**src/rtl/regfile_write_arbiter.sv**
```systemverilog
// rtl/regfile_write_arbiter.sv - round-robin arbiter sharing one register-file write port
module regfile_write_arbiter #(
  parameter int SEL_BITS = 3,
  parameter int BIT_SIZE = 16,
  parameter int NUM_REQ  = 3,
  parameter int ID_BITS  = 2
) (
  input  logic                         clk,
  input  logic                         reset,
  input  logic                         hold,
  input  logic [NUM_REQ-1:0]           req_valid,
  output logic [NUM_REQ-1:0]           req_ready,
  input  logic [NUM_REQ*SEL_BITS-1:0]  req_dr,
  input  logic [NUM_REQ*BIT_SIZE-1:0]  req_data,
  output logic                         rf_we,
  output logic [SEL_BITS-1:0]          rf_DR,
  output logic [BIT_SIZE-1:0]          rf_data,
  output logic [ID_BITS-1:0]           grant_id,
  output logic [(1<<SEL_BITS)-1:0]     pending,
  output logic [15:0]                  write_count
);

  localparam logic [ID_BITS:0]   NREQ_W = (ID_BITS+1)'(NUM_REQ);
  localparam logic [ID_BITS-1:0] LAST_ID = ID_BITS'(NUM_REQ - 1);

  logic [ID_BITS-1:0]  ptr;
  logic [ID_BITS-1:0]  winner;
  logic                grant;
  logic [SEL_BITS-1:0] win_dr;
  logic [BIT_SIZE-1:0] win_data;

  // Scan from ptr, wrapping modulo NUM_REQ; first valid requester wins.
  always_comb begin
    logic [ID_BITS:0] sum;
    logic             found;
    sum    = '0;
    found  = 1'b0;
    winner = '0;
    for (int k = 0; k < NUM_REQ; k++) begin
      sum = {1'b0, ptr} + (ID_BITS+1)'(k);
      if (sum >= NREQ_W) sum = sum - NREQ_W;
      if (!found && req_valid[sum[ID_BITS-1:0]]) begin
        found  = 1'b1;
        winner = sum[ID_BITS-1:0];
      end
    end
    grant = found && !hold && !reset;
  end

  always_comb begin
    win_dr   = '0;
    win_data = '0;
    for (int i = 0; i < NUM_REQ; i++) begin
      if (winner == ID_BITS'(i)) begin
        win_dr   = req_dr[i*SEL_BITS +: SEL_BITS];
        win_data = req_data[i*BIT_SIZE +: BIT_SIZE];
      end
    end
  end

  assign req_ready = grant ? (NUM_REQ'(1) << winner) : '0;

  always_ff @(posedge clk) begin
    if (reset) begin
      rf_we       <= 1'b0;
      rf_DR       <= '0;
      rf_data     <= '0;
      grant_id    <= '0;
      ptr         <= '0;
      write_count <= '0;
    end else if (grant) begin
      rf_we    <= 1'b1;
      rf_DR    <= win_dr;
      rf_data  <= win_data;
      grant_id <= winner;
      ptr      <= (winner == LAST_ID) ? '0 : winner + 1'b1;
      if (write_count != 16'hFFFF) write_count <= write_count + 16'd1;
    end else begin
      rf_we <= 1'b0;
    end
  end

  // Decoded from the registered stage so it tracks exactly what the register file sees.
  always_comb begin
    pending = '0;
    if (rf_we) pending[rf_DR] = 1'b1;
  end

endmodule

```
**config.mk**
```make
export PLATFORM = sky130hd
export DESIGN_NAME = regfile_write_arbiter
export DESIGN_NICKNAME = d
export VERILOG_FILES = /design/src/rtl/regfile_write_arbiter.sv
export SDC_FILE = /design/constraint.sdc
export NUM_CORES = 1
export LEC_CHECK = 0
export ABC_AREA = 1
export CAP_MARGIN = 20
export CORE_ASPECT_RATIO = 0.9
export CORE_MARGIN = 3
export CORE_UTILIZATION = 43
export CTS_CLUSTER_DIAMETER = 200
export CTS_CLUSTER_SIZE = 8
export DETAILED_ROUTE_END_ITERATION = 7
export PLACE_DENSITY = 0.82
export SLEW_MARGIN = 5
export SYNTH_ARGS = -nofsm -noshare
export SYNTH_HDL_FRONTEND = slang
export SYNTH_SLANG_ARGS = --single-unit
export TNS_END_PERCENT = 5
```
**constraint.sdc**
```tcl
create_clock -name clk -period 2.61 [get_ports clk]
set_clock_uncertainty 0.1 [all_clocks]
set_input_delay 0.522 -clock clk [delete_from_list [all_inputs] [get_ports clk]]
set_output_delay 0.522 -clock clk [all_outputs]
set_load 0.05 [all_outputs]
```
==> impl_metrics.csv <==
group,metric,value,unit
sta,hold_slack,0.351,ns
sta,setup_viol_count_final,2,
critical_path,critical_path.endpoint_type,"output pin",
critical_path,crit_required,1.99,ns
detailed_routing,routed_via_count_divided_by_cell_count,4.96,
clocking,cts.clk_slew.worst_paths,0.08,ns
clocking,cts_root_buf,"sky130_fd_sc_hd__clkbuf_8",
global_route,grt.total_usage,24.3,%
place,place_hpwl,6110,µm
place,detailed_place.area,3860,µm²
power,overall_power_consumption,4.76,mW
global_route,grt_pass1_vias,2867,
synthesis,synth.yosys.warnings,0,
global_route,global_route.overflow_total,0,
synthesis,ys_async_sr_fraction,0,%
clocking,clock_sink_count,40,
detailed_routing,finalWirelength,8310,µm
synthesis,number_of_synthesized_register_bits,40,
synthesis,synth.area.top_cells,"sky130_fd_sc_hd__dfxtp_1, sky130_fd_sc_hd__nand2_1, sky130_fd_sc_hd__nand3_1, sky130_fd_sc_hd__nor2_1, sky130_fd_sc_hd__inv_1",
power,peakVddDrop,0.918,mV
synthesis,synth_enable_flop_cells,0,
synthesis,synth_largest_type_area_fraction,31.3,%
sta,min_period_over_period,101,%
critical_path,timing.critical_path.from,"ptr[0]",
critical_path,reg2regPathDepth,16,
clocking,ctsLongestPathBuffers,2,
detailed_routing,drt-wirelength-per-cell,13.5,µm
detailed_routing,drt-pass1-iter-count,5,
floorplanning,core.rowCount,26,
final_layout,area_of_all_placed_cells_without_fillers,4160,µm²
power,total_leakage_power,1.80,nW
sta,maxSlewHeadroom,63.2,%
global_route,antenna_violations_before_repair,0,
critical_path,regToRegEndpoint,"rf_DR[0]",
critical_path,r2r_slack,0.20,ns
detailed_routing,first_iter_violations,174,
place,globalplace.congestion,0.868,
synthesis,mappedNetlistArea,2560,µm²
flow_run,number_of_violations_of_the_max_capacitance_limit,0,
final_layout,nNetsFinal,612,
floorplanning,io_pins,112,
critical_path,endpoint,"req_ready[0]",
sta,fmaxAchievable,379,MHz
sta,timing.final.hold_violations,0,
outcome,failed_checks,"setup timing",
final_layout,final_common_cell,"sky130_fd_sc_hd__nand2_1",
detailed_routing,drcViolationCount,0,
clocking,cts_tree,"yes",
floorplanning,start_util,44.7,%
floorplanning,fp.dieH,79.2,µm
sta,worst_slack,-0.0252,ns
critical_path,timing.rr.start,"ptr[0]",
synthesis,synth_top_flop_cell,"sky130_fd_sc_hd__dfxtp_1",
sta,grt_setup_unrepaired,"true",
critical_path,crit_type,"reg -> out",
synthesis,synthesized_area_per_cell,6.31,µm²
place,numPortBuffers,111,
power,power-per-cell-area,1140,nW/µm²
outcome,status,"finished, violations left",
place,dp_cells,593,
synthesis,synth.distinct_cells,33,
global_route,pin_count_of_the_biggest_net_entering_global_routing,35,
synthesis,synth.largest_area_cell,"sky130_fd_sc_hd__dfxtp_1",
final_layout,area.growth.synth_to_final,62.5,%
final_layout,fin_util,72.7,%
synthesis,synth_nets,474,
detailed_routing,routed-via-count,3050,
clocking,numCtsBuffers,5,
critical_path,critPathArrivalTime,2.01,ns
sta,slew_viol_final,0,
synthesis,synth_cells,406,
final_layout,layout.cells.most_common_list,"sky130_fd_sc_hd__nand2_1, sky130_fd_sc_hd__clkdlybuf4s50_1, sky130_fd_sc_hd__nor2_1",
detailed_routing,detail-route-antenna-nets,0,
critical_path,timing.critical_path.from_type,"register",
min_path,hold_path.class,"reg -> reg",
final_layout,layoutNonFillerInstCount,615,
clocking,h-tree-depth,2,
final_layout,final_layout_size_suffix_gt1_share,16.7,%
sta,transition_time_of_the_tightest_slew_check_pin,0.550,ns
critical_path,critPathMaxFanout,5,
floorplanning,die_area,6920,µm²
floorplanning,die_width,87.3,µm
final_layout,insertedDiodeCount,0,
sta,final.min_clock_period,2.64,ns
global_route,grt_first_pass_wirelength,13500,µm
synthesis,synth_seq_area_share,31.3,%
clocking,worstSkewPairLatency,0.29,ns
floorplanning,core,5730,µm²
## final cells by class
| type | count | area (µm²) |
|---|---|---|
| Timing Repair Buffer | 143 | 1400 |
| Sequential cell | 40 | 808 |
| Multi-Input combinational cell | 312 | 1600 |
| Clock buffer | 7 | 86.3 |
| Inverter | 42 | 170 |
| Tap cell | 70 | 87.6 |
| Fill cell | 453 | 1570 |
| Clock inverter | 1 | 7.51 |
## kinds of logic (layout without fill, tap and decap cells)
kind of cell / after synthesis / after routing / share of synthesized area, %
adder cells (fa/ha/maj): 5 / 5 / 2.44
buffers and inverters: 54 / 193 / 9.92
flip-flops: 40 / 40 / 31.3
XOR/XNOR: 10 / 10 / 3.42
AO/OA/AOI/OAI: 28 / 28 / 6.55
AND/OR/NAND/NOR: 269 / 269 / 46.4
## how the worst min path moves through the flow
stage	start	endpoint	slack [ns]	cells after the start
floorplan	ptr[1]	ptr[1]	0.41	2
global placement	grant_id[0]	grant_id[0]	0.33	2
detailed placement	rf_data[7]	rf_data[7]	0.34	2
CTS	rf_data[5]	rf_data[5]	0.35	2
global route	rf_data[1]	rf_data[1]	0.38	2
finish	grant_id[0]	grant_id[0]	0.35	2
## critical path, stage by stage (launching register included)
cell and delay [ns]:
sky130_fd_sc_hd__dfxtp_4 0.39, sky130_fd_sc_hd__inv_6 0.05, sky130_fd_sc_hd__ha_4 0.30, sky130_fd_sc_hd__inv_4 0.04, sky130_fd_sc_hd__nand2_2 0.07, sky130_fd_sc_hd__nor2_2 0.06
sky130_fd_sc_hd__a21oi_4 0.21, sky130_fd_sc_hd__nand4_1 0.15, sky130_fd_sc_hd__nand2_2 0.14, sky130_fd_sc_hd__nor2_4 0.05, sky130_fd_sc_hd__inv_2 0.07, sky130_fd_sc_hd__nor2_4 0.04
sky130_fd_sc_hd__buf_12 0.14
## cells in the mapped netlist, types with 2 or more instances
cell type / number
sky130_fd_sc_hd__a21oi_1: 17
sky130_fd_sc_hd__nor2_1: 44
sky130_fd_sc_hd__nor2_2: 9
sky130_fd_sc_hd__buf_6: 4
sky130_fd_sc_hd__nand4_1: 7
sky130_fd_sc_hd__nand3_2: 2
sky130_fd_sc_hd__xnor2_1: 5
sky130_fd_sc_hd__o21ai_0: 5
sky130_fd_sc_hd__o21bai_2: 2
sky130_fd_sc_hd__buf_4: 4
sky130_fd_sc_hd__nand3_1: 34
sky130_fd_sc_hd__inv_2: 2
sky130_fd_sc_hd__inv_1: 39
sky130_fd_sc_hd__dfxtp_1: 40
sky130_fd_sc_hd__nor3_1: 4
sky130_fd_sc_hd__xor2_1: 5
sky130_fd_sc_hd__nand2_2: 7
sky130_fd_sc_hd__buf_2: 3
sky130_fd_sc_hd__ha_1: 5
sky130_fd_sc_hd__nand2_1: 155
## layer usage
metal	up-vias	part of all wire [%]	global-route usage (%)
li1	1540	-	-
met1	1373	44	32.0
met2	121	46	39.3
met3	16	7.3	5.81
met4	0	2.2	7.06
met5	-	0	0
## through the flow
stage / setup WS (ns) / TNS (ns)
global route: -0.146 / -0.376
global placement: -0.125 / -0.193
detailed placement: -0.185 / -0.399
floorplan: -0.0456 / -0.0456
CTS: -0.0131 / -0.0181
finish: -0.0252 / -0.0464
## where the power goes
part | switching [mW] | internal [mW] | total (mW) | leakage (nW)
clock network | 0.226 | 0.215 | 0.441 | 0.0445
registers | 0.129 | 0.799 | 0.928 | 0.328
logic | 2.09 | 1.30 | 3.39 | 1.43
## what timing repair did
action,CTS,global route
setup buffers,12,2
resized for setup,30,5
setup endpoints to repair,3,3
cloned,0,0
pin swaps,14,10
hold buffers,0,0
hold endpoints to repair,0,0
## flip-flops by register name, summed over array words and instances, names as in the netlist
register / cells
rf_we: 1
rf_data: 16
ptr: 2
rf_DR: 3
write_count: 16
grant_id: 2
Power figures use the tool's default switching activity.
